**src/rtl/serial_sub_pkg.sv**
```systemverilog
// -----------------------------------------------------------------------------
// serial_sub_pkg
// Shared definitions for the bit-serial subtractor:
//   state_t        - controller states (IDLE, SHIFT, DONE)
//   DEFAULT_WIDTH  - default operand width
//   cnt_width()    - width of the bit-step counter for a given operand width
// -----------------------------------------------------------------------------
package serial_sub_pkg;

    typedef enum logic [1:0] {
        IDLE  = 2'd0,
        SHIFT = 2'd1,
        DONE  = 2'd2
    } state_t;

    localparam int unsigned DEFAULT_WIDTH = 8;

    // Counter only has to reach WIDTH-1; keep at least one bit for WIDTH=2.
    function automatic int unsigned cnt_width(input int unsigned w);
        return (w < 3) ? 1 : $clog2(w);
    endfunction

endpackage

```
**src/rtl/full_subtractor.sv**
```systemverilog
// -----------------------------------------------------------------------------
// full_subtractor
// One-bit full subtractor cell: d = a - b - bin, with borrow out.
// Ports:
//   a    in   minuend bit
//   b    in   subtrahend bit
//   bin  in   borrow in
//   d    out  difference bit
//   bout out  borrow out
// -----------------------------------------------------------------------------
module full_subtractor (
    input  logic a,
    input  logic b,
    input  logic bin,
    output logic d,
    output logic bout
);

    assign d    = a ^ b ^ bin;
    assign bout = (~a & b) | (~(a ^ b) & bin);

endmodule

```
**src/rtl/serial_subtractor.sv**
```systemverilog
// -----------------------------------------------------------------------------
// serial_subtractor
// Bit-serial unsigned subtractor: computes a - b one bit per clock, LSB first,
// using a single full_subtractor with its borrow closed through a register.
// Ports:
//   clk         in   clock, rising edge
//   rst         in   asynchronous active-high reset
//   start       in   request, sampled only in IDLE
//   a, b        in   operands, captured on the accepted start edge
//   busy        out  high while shifting
//   done        out  one-cycle completion pulse
//   diff        out  registered a - b mod 2^WIDTH
//   borrow_out  out  final borrow (a < b unsigned)
//   overflow    out  signed overflow flag (only with SERIAL_SUB_OVERFLOW_EN)
// Optional feature macro: SERIAL_SUB_OVERFLOW_EN
// -----------------------------------------------------------------------------
module serial_subtractor
    import serial_sub_pkg::*;
#(
    parameter int unsigned WIDTH = DEFAULT_WIDTH
) (
    input  logic             clk,
    input  logic             rst,
    input  logic             start,
    input  logic [WIDTH-1:0] a,
    input  logic [WIDTH-1:0] b,
    output logic             busy,
    output logic             done,
    output logic [WIDTH-1:0] diff,
    output logic             borrow_out
`ifdef SERIAL_SUB_OVERFLOW_EN
    ,
    output logic             overflow
`endif
);

    localparam int unsigned    CW   = cnt_width(WIDTH);
    localparam logic [CW-1:0]  LAST = CW'(WIDTH - 1);

    state_t             r_state;
    state_t             w_next;
    logic [WIDTH-1:0]   r_a_sr;
    logic [WIDTH-1:0]   r_b_sr;
    logic [WIDTH-2:0]   r_res;
    logic [WIDTH-1:0]   r_diff;
    logic [CW-1:0]      r_cnt;
    logic               r_borrow;
    logic               r_bout;
    logic               w_d;
    logic               w_bout;
    logic               w_last;
    logic [WIDTH-1:0]   w_res;

    full_subtractor u_fs (
        .a    (r_a_sr[0]),
        .b    (r_b_sr[0]),
        .bin  (r_borrow),
        .d    (w_d),
        .bout (w_bout)
    );

    // Result register keeps only WIDTH-1 bits: the final bit is taken
    // straight from the cell on the last step.
    assign w_res  = {w_d, r_res};
    assign w_last = (r_state == SHIFT) && (r_cnt == LAST);

    always_ff @(posedge clk or posedge rst) begin
        if (rst) r_state <= IDLE;
        else     r_state <= w_next;
    end

    always_comb begin
        w_next = r_state;
        case (r_state)
            IDLE:    if (start) w_next = SHIFT;
            SHIFT:   if (w_last) w_next = DONE;
            DONE:    w_next = IDLE;
            default: w_next = IDLE;
        endcase
    end

    always_ff @(posedge clk or posedge rst) begin
        if (rst) begin
            r_a_sr   <= '0;
            r_b_sr   <= '0;
            r_res    <= '0;
            r_diff   <= '0;
            r_cnt    <= '0;
            r_borrow <= 1'b0;
            r_bout   <= 1'b0;
        end else if (r_state == IDLE && start) begin
            r_a_sr   <= a;
            r_b_sr   <= b;
            r_borrow <= 1'b0;
            r_cnt    <= '0;
        end else if (r_state == SHIFT) begin
            r_a_sr   <= r_a_sr >> 1;
            r_b_sr   <= r_b_sr >> 1;
            r_res    <= w_res[WIDTH-1:1];
            r_borrow <= w_bout;
            // Return to zero instead of wrapping on the final step.
            r_cnt    <= w_last ? '0 : r_cnt + CW'(1);
            if (w_last) begin
                r_diff <= w_res;
                r_bout <= w_bout;
            end
        end
    end

`ifdef SERIAL_SUB_OVERFLOW_EN
    logic r_a_msb;
    logic r_b_msb;
    logic r_ovf;

    always_ff @(posedge clk or posedge rst) begin
        if (rst) begin
            r_a_msb <= 1'b0;
            r_b_msb <= 1'b0;
            r_ovf   <= 1'b0;
        end else if (r_state == IDLE && start) begin
            r_a_msb <= a[WIDTH-1];
            r_b_msb <= b[WIDTH-1];
        end else if (w_last) begin
            // w_d is the result MSB on the final step.
            r_ovf <= (r_a_msb != r_b_msb) && (w_d != r_a_msb);
        end
    end

    assign overflow = r_ovf;
`endif

    assign busy       = (r_state == SHIFT);
    assign done       = (r_state == DONE);
    assign diff       = r_diff;
    assign borrow_out = r_bout;

endmodule

```
**config.mk**
```make
export PLATFORM = sky130hd
export DESIGN_NAME = serial_subtractor
export DESIGN_NICKNAME = d
export VERILOG_FILES = /design/src/rtl/serial_sub_pkg.sv /design/src/rtl/full_subtractor.sv /design/src/rtl/serial_subtractor.sv
export SDC_FILE = /design/constraint.sdc
export NUM_CORES = 1
export LEC_CHECK = 0
export CAP_MARGIN = 10
export CORE_MARGIN = 2
export CORE_UTILIZATION = 47
export DETAILED_ROUTE_END_ITERATION = 16
export PLACE_DENSITY = 0.72
export SLEW_MARGIN = 20
export SYNTH_ARGS = -nofsm -noshare
export SYNTH_HDL_FRONTEND = slang
export SYNTH_SLANG_ARGS = --single-unit
```
**constraint.sdc**
```tcl
create_clock -name clk -period 1.8 [get_ports clk]
set_input_delay 0.27 -clock clk [delete_from_list [all_inputs] [get_ports clk]]
set_output_delay 0.27 -clock clk [all_outputs]
set_load 0.01 [all_outputs]
```
==> metrics.md <==
| Metric | Value |
|---|---|
| CTS tree | `built` |
| Asr flop ratio synth | `100%` |
| Worst slew pin tran | `0.481 ns` |
| Clock sinks | `38` |
| Final hold vios | `0` |
| CTS max path bufs | `2` |
| Warnings from Yosys | `0` |
| Io pins | `30` |
| Hold buffer count at CTS | `0` |
| Clock Latency Late Sink | `0.29 ns` |
| Initial Util | `48.2%` |
| Post-synthesis sequential area ratio | `roughly half` |
| Status | `completed` |
| First-pass GRT wire length | `6060 µm` |
| Leakage power | `1.06 nW` |
| Fraction of layout instances using a drive strength above 1 | `29.6%` |
| Worst EP required | `approximately 1.5 ns` |
| Unrepaired setup endpoints after global routing | `no` |
| Max incr delay on CP | `0.57 ns` |
| Final Routed Wirelength | `3550 µm` |
| Setup TNS | `0 ns` |
| Die Area | `0.00460 mm²` |
| WL per Instance | `about 16 µm` |
| Yosys reg bits | `38` |
| HP Class | `in2async` |
| Fmax | `0.574 GHz` |
| R2R Path Start | `r_state[1]$_DFFE_PP0P_` |
| Largest cells by area after synthesis | `dfrtp_1 (50%), mux2_4 (11%), nor4b_2 (6.3%)` |
| Fill cell count | `between 300 and 400` |
| Post-synth EDFFs | `0` |
| TritonCTS Buffers | `5` |
| Worst path arrival time | `1.47 ns` |
| DRT Pass-1 Iters | `4` |
| Clock slew at reported path FFs | `0.08 ns` |
| Area Growth Syn to Fin | `23.9%` |
| CTS resizes | `0` |
| Global route overflow | `0` |
| Via density | `about 5.3` |
| Syn Area/Cell | `13.4 µm²` |
| Synth Instances | `143` |
| Clock Root Buffer | `clkbuf_8` |
| CP cell instances | `nor2b_1, clkdlybuf4s50_1` |
| Critical Path Start Type | `flip-flop` |
| Reg2Reg Depth | `5` |
| Initial DRC count | `45` |
| Critical R2R Capture | `r_a_sr[6]$_DFFE_PP0P_` |
| PwrDens | `approximately 1800 mW/mm²` |
| GP Congestion | `0.738` |
| Via count | `around 1,200` |
| Max Slew Vio Count | `0` |
| Crit-path max FO | `3` |
| Post-DP HPWL | `2400 µm` |
| Setup slack, reg-to-reg | `0.19 ns` |
| Largest net degree at the start of global routing | `39` |
| # nets final | `200` |
| Drc violations | `0` |
| Setup-failing EPs final | `0` |
| Critical path's slowest cell | `clkdlybuf4s50_1` |
| Post-synthesis net count | `165` |
| Top-area cell type share of the netlist area | `49.6%` |
| Total Routing Usage GR | `18.2%` |
| Worst vdd ir | `957 µV` |
| CP Class | `reg2out` |
| Worst path bufs/invs | `1` |
| Family with the most delay on the worst path | `buffers and inverters` |
| Number of global-route vias before repair | `1,292` |
| Core area | `0.00397 mm²` |
| Core Util, Final | `59.8%` |
| Final antenna diode count | `0` |
| Cell Area, Synth | `between 0.0015 and 0.002 mm²` |
| Total power | `4.24 mW` |
| Non-filler cells, final | `approximately 230` |
| Synth Flop Type | `dfrtp_1` |
| Antenna Nets Post-Route | `0` |
| Final period utilization | `between 90 and 100%` |
| Min cycle time layout | `about 1.7 ns` |
| Antenna violations before repair | `0` |
| Row cnt | `23` |
| Slew headroom | `67.9%` |
| Area leader, netlist | `dfrtp_1` |
| Max_cap viols | `0` |
| Crit. End Element | `output pin` |
| Final instance area | `0.00237 mm²` |
| Dpl cells | `220` |
| Buffers on Ports | `29` |
| Cell Area, Placed | `0.00226 mm²` |
| Die Y | `67.8 µm` |
| Chip Width | `67.8 µm` |
| Yosys cell types | `24` |
| Post-route clock skew | `roughly 0.014 ns` |
| H-tree depth | `2` |
| Worst path depth | `2` |
registers in the layout (all words and copies together) (netlist names):
register / count
r_state: 2
r_borrow: 1
r_a_sr: 8
r_b_sr: 8
borrow_out: 1
r_res: 7
r_cnt: 3
diff: 8
cell usage after synthesis (2+ instances only):
| cell type | n |
|---|---|
| nor4b_1 | 6 |
| inv_1 | 19 |
| nor3b_1 | 7 |
| dfrtp_1 | 38 |
| ha_1 | 2 |
| buf_6 | 4 |
| a22o_1 | 5 |
| nor4b_2 | 8 |
| a221oi_2 | 7 |
| mux2_4 | 14 |
| mux2_2 | 2 |
| nor2_1 | 9 |
| buf_2 | 7 |
| a211oi_1 | 5 |
cell usage in the layout, fill, tap and decap left out, types with 5 or more instances in the layout:
master,instances
a221oi_2,7
mux2_4,14
nor2_1,9
a211oi_1,5
nor4b_1,6
nor4b_2,8
clkbuf_8,8
nor3b_1,7
inv_1,19
a22o_1,5
clkdlybuf4s50_1,29
buf_4,11
dfrtp_1,38
repair_timing:
action | 4_1_cts | 5_1_grt
hold endpoints to repair | 0 | 0
buffers inserted | 0 | 1
setup endpoints to repair | 0 | 1
per-stage QoR:
stage,setup slack [ns],hold slack [ns]
4_1_cts,0.0254,0.399
5_1_grt,0.0313,0.424
3_5_place_dp,0.232,0.495
6_report,0.0578,0.383
2_1_floorplan,0.348,0.403
3_3_place_gp,0.283,0.480
worst max-delay path by stage:
stage	from	end	slack (ns)
floorplan	r_cnt[0]$_DFFE_PP0P_	borrow_out$_DFFE_PP0P_	0.35
global placement	r_cnt[0]$_DFFE_PP0P_	diff[7]$_DFFE_PP0P_	0.28
detailed placement	r_cnt[0]$_DFFE_PP0P_	diff[6]$_DFFE_PP0P_	0.23
CTS	r_state[1]$_DFFE_PP0P_	done	0.03
global route	r_state[1]$_DFFE_PP0P_	done	0.03
finish	r_state[1]$_DFFE_PP0P_	done	0.06
layout make-up:
type / instances / area, µm² / share of cell area, %
Clock buffer: 8 / 110 / 4.64
Inverter: 19 / 71.3 / 3.00
Multi-Input combinational cell: 74 / 806 / 33.9
Sequential cell: 38 / 951 / 40.1
Tap cell: 50 / 62.6 / 2.64
Timing Repair Buffer: 40 / 373 / 15.7
worst min-delay path: cells and delay by family:
kind | cells | cell delay (ns)
buffers and inverters | 3 | 0.85
report_power, final:
part	total (mW)	switching, mW	internal [mW]	leakage [nW]
Combinational	2.03	0.882	1.15	0.546
Sequential	1.53	0.250	1.28	0.458
Clock	0.680	0.293	0.387	0.0575
cells by family after synthesis:
| logic type | synth area share [%] |
|---|---|
| and+or+nand+nor | 15.0 |
| AOI/OAI and AO/OA | 12.6 |
| DFF | 49.6 |
| adders and majority gates | 2.35 |
| muxes | 12.1 |
| buffers and inverters | 8.30 |
routing by layer:
layer  part of all wire [%]  global-route usage [%]  vias up
met4                    1.3                    9.25        0
met2                     48                    28.4       24
met5                      0                       0        -
li1                       -                       -      580
met1                     47                    23.6      611
met3                    3.7                    4.28        6
No activity file was read; power rests on OpenSTA's default activity.
